<file path="config.mk">
export PLATFORM = sky130hd
export DESIGN_NAME = mfp_adc_max10_fifo
export DESIGN_NICKNAME = d
export VERILOG_FILES = /design/src/rtl/mfp_adc_max10_fifo.sv
export SDC_FILE = /design/constraint.sdc
export NUM_CORES = 1
export LEC_CHECK = 0
export ABC_AREA = 1
export ABC_CLOCK_PERIOD_IN_PS = 8300
export CORE_ASPECT_RATIO = 2
export CORE_MARGIN = 1
export CORE_UTILIZATION = 38
export CTS_BUF_LIST = sky130_fd_sc_hd__clkbuf_16
export CTS_CLUSTER_DIAMETER = 120
export DETAILED_ROUTE_END_ITERATION = 8
export PLACE_DENSITY_LB_ADDON = 0.25
export SLEW_MARGIN = 20
export SYNTH_ARGS = -nofsm -noshare
export SYNTH_HDL_FRONTEND = slang
export SYNTH_SLANG_ARGS = --single-unit
</file>
<file path="constraint.sdc">
create_clock -name CLK -period 8.3 [get_ports CLK]
set_clock_uncertainty 0.1 [all_clocks]
set_input_delay 2.49 -clock CLK [delete_from_list [all_inputs] [get_ports CLK]]
set_output_delay 2.49 -clock CLK [all_outputs]
set_load 0.02 [all_outputs]
</file>
<file path="src/rtl/mfp_adc_max10_fifo.sv">
// -----------------------------------------------------------------------------
// mfp_adc_max10_fifo
//
// Sample FIFO that sits beside the MAX10 ADC core and snoops its response
// stream (ADC_R_*). Every accepted response is stored as a 19-bit tagged
// entry {SOP, EOP, Channel[4:0], Data[11:0]}. A whole burst of sequence
// results is kept, so the CPU does not lose samples that the core's
// single-slot result registers would overwrite. The CPU drains the queue
// through a register port with the same shape as the ADC core's port, one
// entry per FDATA read.
//
// Ports
//   CLK             clock
//   RESETn          asynchronous active-low reset
//   read_addr       register read address
//   read_enable     read strobe; only a strobed FDATA read pops an entry
//   read_data       combinational read data (32 bits)
//   write_addr      register write address
//   write_data      register write data (32 bits)
//   write_enable    write strobe
//   ADC_R_Valid     response valid from the ADC core
//   ADC_R_Channel   response channel (5 bits)
//   ADC_R_Data      conversion result (12 bits)
//   ADC_R_SOP       first response of a sequence
//   ADC_R_EOP       last response of a sequence
//   FIFO_Interrupt  registered interrupt request
//
// Register map
//   REG_FCS   [0] EN  [1] CLR (write 1 flushes, reads 0)  [2] IE
//             [3] OVF (sticky, write 1 clears)  [15:8] THR  [23:16] LEVEL
//   REG_FDATA [11:0] data  [20:16] channel  [24] SOP  [25] EOP
//             [31] VALID; reads all zeros while empty
//
// Stream semantics: ADC_R_Valid is a qualifier only. The ADC core has no
// backpressure input, so the FIFO cannot stall it. A response seen with
// ADC_R_Valid high while EN is set is either stored or, when the FIFO is
// full and nothing is popped in that cycle, dropped with OVF set.
// -----------------------------------------------------------------------------
module mfp_adc_max10_fifo #(
    parameter int                    DEPTH_LOG2 = 4,
    parameter int                    ADDR_WIDTH = 4,
    parameter logic [ADDR_WIDTH-1:0] REG_FCS    = ADDR_WIDTH'(0),
    parameter logic [ADDR_WIDTH-1:0] REG_FDATA  = ADDR_WIDTH'(1)
) (
    input  logic                  CLK,
    input  logic                  RESETn,
    input  logic [ADDR_WIDTH-1:0] read_addr,
    input  logic                  read_enable,
    output logic [31:0]           read_data,
    input  logic [ADDR_WIDTH-1:0] write_addr,
    input  logic [31:0]           write_data,
    input  logic                  write_enable,
    input  logic                  ADC_R_Valid,
    input  logic [4:0]            ADC_R_Channel,
    input  logic [11:0]           ADC_R_Data,
    input  logic                  ADC_R_SOP,
    input  logic                  ADC_R_EOP,
    output logic                  FIFO_Interrupt
);

    localparam int DEPTH = 1 << DEPTH_LOG2;
    localparam int PW    = DEPTH_LOG2;      // pointer width
    localparam int LW    = DEPTH_LOG2 + 1;  // level / threshold width

    // ------------------------------------------------------------------
    // State
    // ------------------------------------------------------------------
    logic [18:0]   mem_q [DEPTH];

    logic [PW-1:0] wr_ptr_q, wr_ptr_d;
    logic [PW-1:0] rd_ptr_q, rd_ptr_d;
    logic [LW-1:0] level_q,  level_d;
    logic [LW-1:0] thr_q,    thr_d;
    logic          en_q,     en_d;
    logic          ie_q,     ie_d;
    logic          ovf_q,    ovf_d;
    logic          irq_q,    irq_d;

    // ------------------------------------------------------------------
    // Decode of the register port and the response stream
    // ------------------------------------------------------------------
    logic        fcs_wr;
    logic        clr_wr;
    logic        empty;
    logic        full;
    logic        pop;
    logic        push_req;
    logic        push;
    logic        ovf_set;
    logic [18:0] wr_entry;
    logic [18:0] head_entry;

    assign fcs_wr   = write_enable & (write_addr == REG_FCS);
    assign clr_wr   = fcs_wr & write_data[1];

    assign empty    = (level_q == '0);
    assign full     = (level_q == LW'(DEPTH));

    assign pop      = read_enable & (read_addr == REG_FDATA) & ~empty;

    // A flush in the same cycle wins over an incoming sample.
    assign push_req = ADC_R_Valid & en_q & ~clr_wr;

    // A full FIFO can still take a sample when the head leaves in the
    // same cycle; the freed slot is the one the write pointer targets.
    assign push     = push_req & (~full | pop);
    assign ovf_set  = push_req & full & ~pop;

    assign wr_entry   = {ADC_R_SOP, ADC_R_EOP, ADC_R_Channel, ADC_R_Data};
    assign head_entry = mem_q[rd_ptr_q];

    // ------------------------------------------------------------------
    // Next-state logic
    // ------------------------------------------------------------------
    always_comb begin
        wr_ptr_d = wr_ptr_q;
        rd_ptr_d = rd_ptr_q;
        level_d  = level_q;
        thr_d    = thr_q;
        en_d     = en_q;
        ie_d     = ie_q;
        ovf_d    = ovf_q;
        irq_d    = 1'b0;

        if (clr_wr) begin
            wr_ptr_d = '0;
            rd_ptr_d = '0;
            level_d  = '0;
        end else begin
            if (push) begin
                wr_ptr_d = wr_ptr_q + PW'(1);
            end
            if (pop) begin
                rd_ptr_d = rd_ptr_q + PW'(1);
            end
            unique case ({push, pop})
                2'b10:   level_d = level_q + LW'(1);
                2'b01:   level_d = level_q - LW'(1);
                default: level_d = level_q;
            endcase
        end

        if (fcs_wr) begin
            en_d  = write_data[0];
            ie_d  = write_data[2];
            // Threshold bits beyond what LEVEL can reach are dropped.
            thr_d = write_data[8 +: LW];
            if (write_data[3]) begin
                ovf_d = 1'b0;
            end
        end

        // A new overflow in the clearing cycle must not be lost.
        if (ovf_set) begin
            ovf_d = 1'b1;
        end

        // Built from next-state values so the request tracks the state
        // change at the same edge rather than one cycle later.
        irq_d = ie_d & (((thr_d != '0) & (level_d >= thr_d)) | ovf_d);
    end

    // ------------------------------------------------------------------
    // Control registers
    // ------------------------------------------------------------------
    always_ff @(posedge CLK or negedge RESETn) begin
        if (!RESETn) begin
            wr_ptr_q <= '0;
            rd_ptr_q <= '0;
            level_q  <= '0;
            thr_q    <= '0;
            en_q     <= 1'b0;
            ie_q     <= 1'b0;
            ovf_q    <= 1'b0;
            irq_q    <= 1'b0;
        end else begin
            wr_ptr_q <= wr_ptr_d;
            rd_ptr_q <= rd_ptr_d;
            level_q  <= level_d;
            thr_q    <= thr_d;
            en_q     <= en_d;
            ie_q     <= ie_d;
            ovf_q    <= ovf_d;
            irq_q    <= irq_d;
        end
    end

    // Storage has no reset: an entry is only visible through LEVEL, and
    // LEVEL is cleared by reset, so stale contents are never observable.
    always_ff @(posedge CLK) begin
        if (push) begin
            mem_q[wr_ptr_q] <= wr_entry;
        end
    end

    assign FIFO_Interrupt = irq_q;

    // ------------------------------------------------------------------
    // Read mux
    // ------------------------------------------------------------------
    always_comb begin
        read_data = '0;
        if (read_addr == REG_FCS) begin
            read_data[0]     = en_q;
            read_data[2]     = ie_q;
            read_data[3]     = ovf_q;
            read_data[15:8]  = 8'(thr_q);
            read_data[23:16] = 8'(level_q);
        end else if ((read_addr == REG_FDATA) && !empty) begin
            read_data[11:0]  = head_entry[11:0];
            read_data[20:16] = head_entry[16:12];
            read_data[24]    = head_entry[18];
            read_data[25]    = head_entry[17];
            read_data[31]    = 1'b1;
        end
    end

    // Write data bits with no register behind them.
    logic unused_wdata;
    assign unused_wdata = ^write_data;

endmodule

</file>
==> results of run 1 <==
## synthesized netlist by cell type
library cell,count,area [µm²]
inv_8,1,11.3
buf_12,3,60.1
fa_1,1,20.0
nor3b_1,1,7.51
o22ai_1,23,144
nand3_1,31,155
buf_1,4,15.0
buf_2,24,120
clkbuf_2,4,20.0
o21ai_1,28,140
clkbuf_1,10,37.5
nand2_4,1,11.3
o211ai_1,23,173
or2_2,1,6.26
and2_1,1,6.26
buf_4,23,173
a21oi_2,4,35.0
nor2_8,1,20.0
inv_1,43,161
o21ai_0,189,946
dfrtp_1,22,551
nand2_2,3,18.8
xor2_1,4,35.0
nand4_4,1,21.3
ha_1,14,175
nand3_2,2,20.0
a21boi_0,1,7.51
buf_6,9,101
edfxtp_1,304,9130
conb_1,1,3.75
nand2_1,103,387
nor2_2,2,12.5
o221ai_1,7,61.3
o21bai_1,2,15.0
nor3_1,4,20.0
nor2_1,222,833
inv_2,3,11.3
nand4_1,1,6.26
a21oi_1,27,135
## state kept, by name, indices dropped and copies added, names as in the netlist
| name | flops |
|---|---|
| mem_q | 304 |
| level_q | 5 |
| thr_q | 5 |
| rd_ptr_q | 4 |
| wr_ptr_q | 4 |
| FIFO_Interrupt | 1 |
| en_q | 1 |
| ie_q | 1 |
| ovf_q | 1 |
## critical path: cells and delay by family
kind,cells,cell delay (ps)
buf+inv,5,1550
simple gates,4,440
compound gates,1,190
## kinds of logic (layout without fill, tap and decap cells)
group / after synthesis / count (layout) / share of synthesized area (%)
compound gates: 304 / 304 / 12.0
xor+xnor: 4 / 4 / 0.254
fa+ha+maj: 15 / 15 / 1.41
buf+inv: 124 / 180 / 5.15
flops: 326 / 326 / 70.1
other cells: 1 / 12 / 0.0272
simple gates: 374 / 374 / 11.0
## layout by cell type (no fill, tap or decap), types with 2 or more instances in the layout
| master | instances |
|---|---|
| clkdlybuf4s50_1 | 62 |
| edfxtp_1 | 304 |
| o21ai_0 | 189 |
| a21oi_1 | 27 |
| o21ai_1 | 28 |
| clkbuf_16 | 27 |
| dfrtp_1 | 20 |
| clkinvlp_4 | 3 |
| nand3_2 | 2 |
| dfrtp_4 | 2 |
| nand3_1 | 31 |
| a21oi_2 | 4 |
| o211ai_1 | 23 |
| o221ai_1 | 7 |
| o22ai_1 | 23 |
| bufinv_16 | 3 |
| o21bai_1 | 2 |
| buf_4 | 24 |
| nor3_1 | 4 |
| clkinv_1 | 6 |
| nor2_2 | 18 |
| inv_2 | 3 |
| ha_1 | 14 |
| clkinv_2 | 3 |
| nand2_1 | 103 |
| nand2_2 | 3 |
| nor2_1 | 206 |
| conb_1 | 11 |
| inv_1 | 47 |
| xor2_1 | 4 |
## layer usage
| metal | vias up | global-route usage, % | wire (µm) |
|---|---|---|---|
| met2 | 283 | 36.2 | 19100 |
| met1 | 4389 | 22.4 | 13300 |
| met3 | 72 | 2.48 | 1640 |
| li1 | 4162 | - | - |
| met4 | 0 | 8.24 | 1530 |
| met5 | - | 0 | 0 |
## final timing paths
check | startpoint | endpoint | slack, ps | cells after the start
max | read_addr[0] | read_data[4] | 1040 | 10
min | en_q | en_q | 460 | 2
max reg2reg | level_q[0] | FIFO_Interrupt | 4690 | 24
min reg2reg | en_q | en_q | 460 | 2
max in group asynchronous | RESETn | rd_ptr_q[1] | 5620 | 2
min in group asynchronous | RESETn | level_q[2] | 2200 | 2
## power by group through the flow
stage | Combinational, mW | Clock (mW) | Sequential [mW]
finish | 1.21 | 1.25 | 2.00
global route | 1.36 | 1.34 | 2.02
CTS | 1.23 | 1.27 | 2.00
detailed placement | 1.22 | 0 | 2.04
global placement | 1.21 | 0 | 2.04
floorplan | 0.950 | 0 | 1.95
## layout make-up
class / instances / area (µm²) / share of cell area (%)
Tap cell: 450 / 563 / 3.61
Clock buffer: 27 / 676 / 4.34
Inverter: 47 / 184 / 1.18
Multi-Input combinational cell: 708 / 3490 / 22.4
Sequential cell: 326 / 9690 / 62.2
Timing Repair Buffer: 86 / 801 / 5.14
Antenna cell: 1 / 2.50 / 0.0161
Clock inverter: 20 / 174 / 1.12
==> summary.md, run 1 <==
| Metric | Value |
|---|---|
| Core area | 35,800 µm² |
| RSZ-0062 raised after global routing | no |
| Mapped Cells | 1,148 |
| Worst vdd ir | 0.000154 V |
| Sum Neg Setup Slack | 0 ps |
| Grt ovf | 0 |
| Tightest Hold Check Type | register to register |
| Fillers | 3,271 |
| GPL Wtd Cong | 0.833 |
| Slowest cell delay on critical path | 640 ps |
| # H-tree levels | 1 |
| Post_cts resized | 0 |
| Clock-pin slew on the worst setup and hold paths | 70 ps |
| Crit path capture type | output port |
| Die Area | 37,100 µm² |
| Synthesized area | 13,800 µm² |
| Fmax | 138 MHz |
| Minimum clock period | 7260 ps |
| Drt first pass iters | 5 |
| Syn-to-layout area delta | 12.9% |
| DRT iter0 DRCs | 712 |
| Final Core Density | 43.5% |
| Design Area, Final | 15,600 µm² |
| Dpl cell area | 14,700 µm² |
| # IOs | 97 |
| Die W | 137 µm |
| Mapped Avg Cell Area | 12.0 µm² |
| CTS Hold Bufs | 0 |
| Vias in the first global route | 8,721 |
| Max-slew headroom | 36.5% |
| Maximum Capacitance Violations | 0 |
| Port buffer count | 62 |
| Post-route DRC | 0 |
| Worst Tran Pin Value | 953 ps |
| Total number of vias | 8,906 |
| Cells after DPL | 1,617 |
| Type of element launching the critical path | input pin |
| Share of cells above drive strength 1 | 8.07% |
| Largest net degree at the start of global routing | 146 |
| Seq pwr share | 44.9% |
| Drt wl/cell | 21.4 µm |
| Synth Register Bits | 326 |
| Clock latency on the worst-skew pair | 550 ps |
| Final period utilization | 87.5% |
| Finished Layout Cells | 1,665 |
| Tot Pwr | 4.46 mW |
| Logic pwr share | 27.1% |
| Antenna violations before repair | 1 |
| Clock power share | 28.0% |
| Routed Antenna Nets | 0 |
| Status | complete, no violations |
| Fin nets | 1,275 |
| Final setup vio count | 0 |
| WP data arrival | 4670 ps |
| Place WS | 1020 ps |
| CP Max Fanout | 20 |
| CTS Root Cell | clkbuf_16 |
| Gr usage total | 19.7% |
| Final HPWL DP | 20.4 mm |
| Crit path required time | 5710 ps |
| Starting density of the core | 38.6% |
| Setup repair bufs after CTS | 0 |
| First-pass GRT wire length | 53.2 mm |
| Row count | 98 |
| CTS tree | done |
| Worst path cell trace | clkdlybuf4s50_1, inv_1, nor2_1, and2_1, nand2_1, inv_1, buf_4, nand2_1, a21oi_1, clkdlybuf4s50_1 |
| Switching power | 1.52 mW |
| Setup CP Type | input pin to output port |
| Post-synthesis sequential area ratio | 70.1% |
| Die height | 272 µm |
| Worst Setup Slack, final | 1040 ps |
| Critical path's slowest cell | clkdlybuf4s50_1 |
| WHS | 465 ps |
| Final hold vios | 0 |
| Post-synth cell types | 39 |
| Vias per cell | 5.35 |
| Final Slew Violations | 0 |
| Final wirelength | 35.6 mm |
| Clk sink count | 326 |
| Inserted Clock Buffers | 27 |
| Sw Ratio | 34.0% |
| Synth warn | 0 |
| Leakage | 5.27 nW |
| P_int | 2.94 mW |
| Pwr Density | 286 nW/µm² |
| CTS Buffer Depth | 3 |
(Power assumes the default switching activity.)
==> inputs of run 2 (changes only) <==
--- a/config.mk
+++ b/config.mk
@@ -6,14 +6,14 @@
 export NUM_CORES = 1
 export LEC_CHECK = 0
 export ABC_AREA = 1
-export ABC_CLOCK_PERIOD_IN_PS = 8300
+export ABC_CLOCK_PERIOD_IN_PS = 6820
 export CORE_ASPECT_RATIO = 2
-export CORE_MARGIN = 1
 export CORE_UTILIZATION = 38
 export CTS_BUF_LIST = sky130_fd_sc_hd__clkbuf_16
 export CTS_CLUSTER_DIAMETER = 120
 export DETAILED_ROUTE_END_ITERATION = 8
 export PLACE_DENSITY_LB_ADDON = 0.25
+export SKIP_CTS_REPAIR_TIMING = 1
 export SLEW_MARGIN = 20
 export SYNTH_ARGS = -nofsm -noshare
 export SYNTH_HDL_FRONTEND = slang
==> constraint.sdc (replaced) <==
create_clock -name CLK -period 6.82 [get_ports CLK]
set_clock_uncertainty 0.1 [all_clocks]
set_input_delay 2.046 -clock CLK [delete_from_list [all_inputs] [get_ports CLK]]
set_output_delay 2.046 -clock CLK [all_outputs]
set_load 0.02 [all_outputs]
==> run 2 against run 1 <==
Cell count up 0.36%. Combinational power up 22%. First-iteration DRC count down 38%. Non-clock buffer count up 4. Sequential cell count unchanged. Via count down 0.11%. Register-to-register slack worse by 1500 ps. Worst setup slack worse by 480 ps. Hold slack better by 12 ps. Global-route usage down 0.066 points. Utilization up 0.31 points. Critical path type unchanged. Largest power group unchanged. Highest routed layer is now met5.
==> summary.md, run 2 (synthesis gave the netlist of run 1 again) <==
| Metric | Value |
|---|---|
| Status | complete, no violations (unchanged) |
| Gr usage total | 19.6% (was 19.7%) |
| Tot Pwr | 5.51 mW (was 4.46 mW) |
| Final wirelength | 35.4 mm (was 35.6 mm) |
| # IOs | 97 (unchanged) |
| CTS Buffer Depth | 3 (unchanged) |
| Antenna violations before repair | 2 (was 1) |
| Row count | 98 (unchanged) |
| Die W | 137 µm (unchanged) |
| Tightest Hold Check Type | register to register (unchanged) |
| CTS tree | done (unchanged) |
| Die Area | 37,100 µm² (unchanged) |
| Crit path depth | 10 (unchanged) |
| Syn-to-layout area delta | 13.6% (was 12.9%) |
| Pwr Density | 351 nW/µm² (was 286 nW/µm²) |
| Final setup vio count | 0 (unchanged) |
| Final HPWL DP | 20.5 mm (was 20.4 mm) |
| Grt ovf | 0 (unchanged) |
| Worst Setup Slack, final | 552 ps (was 1040 ps) |
| Hold path depth | 2 (unchanged) |
| Minimum clock period | 6270 ps |
| Post-route DRC | 0 (unchanged) |
| Most common cell after layout, fill and taps aside | edfxtp_1 (unchanged) |
| Setup CP Type | input pin to output port (unchanged) |
| Critical Path Start | read_addr[0] (unchanged) |
| Dpl cell area | 14,800 µm² (was 14,700 µm²) |
| Critical path's slowest cell | clkdlybuf4s50_1 (unchanged) |
| R2R Path Start | level_q[0] (unchanged) |
| Worst reg2reg setup slack | 3190 ps (was 4690 ps) |
| First-pass GRT wire length | 52.8 mm (was 53.2 mm) |
| Fillers | 3,288 (was 3,271) |
| Clk sink count | 326 (unchanged) |
| Max-slew headroom | 47.7% (was 36.5%) |
| Slowest cell delay on critical path | 650 ps (was 640 ps) |
| Worst Path Buf+Inv | 5 (unchanged) |
| Drt wl/cell | 21.2 µm (was 21.4 µm) |
| Port buffer count | 62 (unchanged) |
| Sum Neg Setup Slack | 0 ps (unchanged) |
| Place WS | 516 ps (was 1020 ps) |
| Vias in the first global route | 8,834 (was 8,721) |
| Maximum Capacitance Violations | 0 (unchanged) |
| Crit path capture type | output port (unchanged) |
| CTS Root Cell | clkbuf_16 (unchanged) |
| Worst path cell trace | clkdlybuf4s50_1, inv_1, nor2_1, and2_1, nand2_1, inv_1, buf_12, nand2_1, o21ai_1, clkdlybuf4s50_1 (was clkdlybuf4s50_1, inv_1, nor2_1, and2_1, nand2_1, inv_1, buf_4, nand2_1, a21oi_1, clkdlybuf4s50_1) |
| Largest registers | mem_q: 304 flops, level_q: 5 flops, thr_q: 5 flops (unchanged) |
| Worst Reg2Reg Path Length in Cells | 23 (was 24) |
| Final period utilization | 91.9% |
| Total number of vias | 8,896 (was 8,906) |
| GPL Wtd Cong | 0.822 (was 0.833) |
| Largest net degree at the start of global routing | 131 (was 146) |
| Routed Antenna Nets | 0 (unchanged) |
| Top delay family on crit path | buffers and inverters (unchanged) |
| Reg2reg end | FIFO_Interrupt (unchanged) |
| RSZ-0062 raised after global routing | no (unchanged) |
| Inserted Clock Buffers | 28 (was 27) |
| Starting density of the core | 38.6% (unchanged) |
| Drt first pass iters | 4 (was 5) |
| Core area | 35,800 µm² (unchanged) |
| # H-tree levels | 1 (unchanged) |
| WP data arrival | 4120 ps (was 4670 ps) |
| Worst Tran Pin Value | 785 ps (was 953 ps) |
| Largest register by flop count | mem_q (unchanged) |
| Worst vdd ir | 0.000201 V (was 0.000154 V) |
| Final hold vios | 0 (unchanged) |
| CP endpoint | read_data[19] (was read_data[4]) |
| Clock latency on the worst-skew pair | 570 ps (was 550 ps) |
| CP Max Fanout | 20 (unchanged) |
| Fmax | 160 MHz |
| Vias per cell | 5.32 (was 5.35) |
| Type of element launching the critical path | input pin (unchanged) |
| Design Area, Final | 15,700 µm² (was 15,600 µm²) |
| Crit path required time | 4670 ps (was 5710 ps) |
| Max reg flops | 304 (unchanged) |
| # diodes | 0 (was 1) |
| Clock-pin slew on the worst setup and hold paths | 70 ps (about the same) |
| Share of cells above drive strength 1 | 8.76% (was 8.07%) |
| DRT iter0 DRCs | 445 (was 712) |
| Leakage | 5.33 nW (was 5.27 nW) |
| Fin nets | 1,280 (was 1,275) |
| Final Slew Violations | 0 (unchanged) |
| Most frequent cells in the layout | edfxtp_1, nor2_1, o21ai_0, nand2_1, clkdlybuf4s50_1 (unchanged) |
| Die height | 272 µm (unchanged) |
## run 2: cell count changes in the layout (fill, tap and decap cells not counted), moves of 2 or more
| cell | previous run | this run |
|---|---|---|
| inv_1 | 47 | 45 |
| buf_4 | 24 | 27 |
| clkinvlp_4 | 3 | 0 |
| clkinv_2 | 3 | 6 |
## run 2: worst min-delay path by stage
stage                      end  from  slack (ps)
final                     en_q  en_q         480
after global routing      en_q  en_q         500
after detailed placement  en_q  en_q         470
after floorplan           en_q  en_q         370
after CTS                 en_q  en_q         480
after global placement    en_q  en_q         460
## run 2: worst reg2reg max path, cell delays in order (launching register included)
cell      delay, ps
dfrtp_1         490
nor2_1          100
nand2_1          90
nor2_1           40
nor2_1          270
nand2_1         160
inv_1           180
ha_1            280
nand2_1          70
nand2_1          50
a21oi_1         170
inv_1            60
nand3_1          80
nand2_1          50
inv_1            60
a21oi_1          60
nor2_1          280
ha_1            320
nand2_1         100
o21bai_1        110
nand2_1          60
nor3_1          120
o21bai_1        140
a21oi_1          80
## run 2: layer usage
layer,GRT usage [%],vias up,part of all wire (%)
met2,37.3,244,55
li1,-,4172,-
met5,0,-,0.037
met1,21.1,4398,36
met3,2.43,80,4.3
met4,8.68,2,4.2
## run 2: final cells by class
class / count / area [µm²] / share of cell area (%)
inverter: 47 / 184 / 1.17
clock inverter: 22 / 219 / 1.40
timing repair buffer: 90 / 843 / 5.37
sequential: 326 / 9690 / 61.7
multi-input combinational: 708 / 3490 / 22.3
tap: 450 / 563 / 3.59
clock buffer: 28 / 701 / 4.47
## run 2: per-stage QoR
stage                     instances  utilization, %  hold slack, ps
after floorplan                1158               -             370
after global routing           1671            43.8             497
after detailed placement       1621            41.3             465
after CTS                      1671            43.8             485
after global placement         1621            41.3             464
final                          1671            43.8             477
## run 2: power by group
group          internal, mW  switching [mW]
Sequential             2.29           0.139
Clock                 0.900           0.702
Combinational         0.467            1.01
Total                  3.65            1.86
==> inputs of run 3 (changes only) <==
--- a/config.mk
+++ b/config.mk
@@ -7,7 +7,6 @@
 export LEC_CHECK = 0
 export ABC_AREA = 1
 export ABC_CLOCK_PERIOD_IN_PS = 6820
-export CORE_ASPECT_RATIO = 2
 export CORE_UTILIZATION = 38
 export CTS_BUF_LIST = sky130_fd_sc_hd__clkbuf_16
 export CTS_CLUSTER_DIAMETER = 120
==> run 3 against run 2 <==
The flow now finishes with violations (design-rule violations). Non-clock buffer count increased by 1. Cell area increased by 0.99%. Clock power increased by 9%. Maximum frequency decreased by 2.3%. Combinational power about the same. Utilization increased by 0.62 points. Via count decreased by 1.2%. Sequential power about the same.
==> summary.md, run 3 (synthesis gave the netlist of run 1 again) <==
| Metric | Value |
|---|---|
| Port buffer count | 62 (unchanged) |
| Worst vdd ir | 0.000182 V (was 0.000201 V) |
| Row count | 69 (was 98) |
| Vias per cell | 5.19 (was 5.32) |
| Final setup vio count | 0 (unchanged) |
| Clock-pin slew on the worst setup and hold paths | 60 ps (was 70 ps) |
| Drt first pass iters | 7 (was 4) |
| Cells after DPL | 1,633 (was 1,621) |
| Final Core Density | 44.4% (was 43.8%) |
| Minimum clock period | 6420 ps (was 6270 ps) |
| Critical Path Start | read_addr[0] (unchanged) |
| Sum Neg Setup Slack | 0 ps (unchanged) |
| Pwr Density | 357 nW/µm² (was 351 nW/µm²) |
| Worst hold start | en_q (unchanged) |
| RSZ-0062 raised after global routing | no (unchanged) |
| Type of element launching the critical path | input pin (unchanged) |
| # IOs | 97 (unchanged) |
| Most frequent cells in the layout | edfxtp_1, nor2_1, o21ai_0, nand2_1, clkdlybuf4s50_1 (unchanged) |
| Post-route DRC | 16 (was 0) |
| Tightest Hold Check Type | register to register (unchanged) |
| Max reg flops | 304 (unchanged) |
| Worst Setup Slack, final | 402 ps (was 552 ps) |
| Dpl cell area | 14,800 µm² (about the same) |
| CTS Root Cell | clkbuf_16 (unchanged) |
| Status | finished with violations (was complete, no violations) |
| R2R Path Start | level_q[0] (unchanged) |
| Clock latency on the worst-skew pair | 510 ps (was 570 ps) |
| Routed Antenna Nets | 0 (unchanged) |
| Starting density of the core | 38.7% (was 38.6%) |
| Failing checks | design-rule violations |
| Setup CP Type | input pin to output port (unchanged) |
| Drt wl/cell | 19.8 µm (was 21.2 µm) |
| Final period utilization | 94.1% (was 91.9%) |
| Design Area, Final | 15,800 µm² (was 15,700 µm²) |
| Fin nets | 1,288 (was 1,280) |
| CP Max Fanout | 13 (was 20) |
| Final wirelength | 33.6 mm (was 35.4 mm) |
| Leakage | 5.41 nW (was 5.33 nW) |
| Most common cell after layout, fill and taps aside | edfxtp_1 (unchanged) |
| GPL Wtd Cong | 0.785 (was 0.822) |
| Critical path's slowest cell | clkdlybuf4s50_1 (unchanged) |
| Die height | 193 µm (was 272 µm) |
| DRT iter0 DRCs | 689 (was 445) |
| Grt ovf | 0 (unchanged) |
| Place WS | 427 ps (was 516 ps) |
| Share of cells above drive strength 1 | 9.17% (was 8.76%) |
| Largest registers | mem_q: 304 flops, level_q: 5 flops, thr_q: 5 flops (unchanged) |
| Antenna violations before repair | 1 (was 2) |
| CTS tree | done (unchanged) |
| Worst path cell trace | clkdlybuf4s50_1, inv_1, nor2_1, and2_1, nand2_1, inv_1, buf_4, nand2_1, o21ai_1, clkdlybuf4s50_1 (was clkdlybuf4s50_1, inv_1, nor2_1, and2_1, nand2_1, inv_1, buf_12, nand2_1, o21ai_1, clkdlybuf4s50_1) |
| # H-tree levels | 2 (was 1) |
| Final Slew Violations | 0 (unchanged) |
| Inserted Clock Buffers | 35 (was 28) |
| Top delay family on crit path | buffers and inverters (unchanged) |
| Largest register by flop count | mem_q (unchanged) |
| Gr usage total | 18.6% (was 19.6%) |
| Maximum Capacitance Violations | 0 (unchanged) |
| Vias in the first global route | 8,478 (was 8,834) |
| Crit path capture type | output port (unchanged) |
| Die W | 193 µm (was 137 µm) |
| WHS | 428 ps (was 477 ps) |
| Fmax | 156 MHz (was 160 MHz) |
| Total number of vias | 8,788 (was 8,896) |
| Final hold vios | 0 (unchanged) |
| Worst reg2reg setup slack | 3170 ps (was 3190 ps) |
| Clk sink count | 326 (unchanged) |
| Worst Path Buf+Inv | 5 (unchanged) |
| Final HPWL DP | 19.2 mm (was 20.5 mm) |
| Finished Layout Cells | 1,694 (was 1,671) |
| Max-slew headroom | 42.1% (was 47.7%) |
| Largest net degree at the start of global routing | 100 (was 131) |
| Crit path required time | 4670 ps (about the same) |
| Syn-to-layout area delta | 14.8% (was 13.6%) |
| CTS Buffer Depth | 3 (unchanged) |
| WP data arrival | 4270 ps (was 4120 ps) |
| First-pass GRT wire length | 51.5 mm (was 52.8 mm) |
| Die Area | 37,100 µm² (about the same) |
| Slowest cell delay on critical path | 690 ps (was 650 ps) |
| Worst Tran Pin Value | 866 ps (was 785 ps) |
| Core area | 35,700 µm² (was 35,800 µm²) |
| Tot Pwr | 5.65 mW (was 5.51 mW) |
run 3: cell count changes in the layout (fill, tap and decap cells not counted), sizes merged:
cell	delta
clkbuf	+8
inv	+5
bufinv	-3
buf	+1
diode	+1
run 3: tightest hold or removal path, delay by kind of cell, from the launching register on:
family / cells / cell delay [ps]
DFF: 1 / 370
and+or+nand+nor: 2 / 130
run 3: worst paths after layout:
path                                        to  cells past startpoint
worst max-delay path             read_data[17]                     10
worst min-delay path                      en_q                      2
worst max register to register  FIFO_Interrupt                     23
worst min register to register            en_q                      2
max in group asynchronous          rd_ptr_q[1]                      2
min in group asynchronous                 ie_q                      2
run 3: report_power, final:
group | internal [mW] | leakage, nW | switching [mW]
Clock | 0.993 | 0.537 | 0.746
Sequential | 2.29 | 2.99 | 0.110
Combinational | 0.474 | 1.88 | 1.04
run 3: cell type report:
type                            count  area [µm²]
Antenna cell                        1        2.50
Clock buffer                       36         901
Clock inverter                     24         145
Fill cell                        3229       19800
Inverter                           47         184
Multi-Input combinational cell    708        3500
Sequential cell                   326        9690
Tap cell                          461         577
Timing Repair Buffer               91         851
run 3: routing by layer:
layer | vias up | GRT usage [%] | part of all wire, %
li1 | 4210 | - | -
met1 | 4317 | 25.7 | 44
met4 | 0 | 4.39 | 1.8
met2 | 213 | 30.7 | 49
met5 | - | 0 | 0
met3 | 48 | 2.87 | 4.8
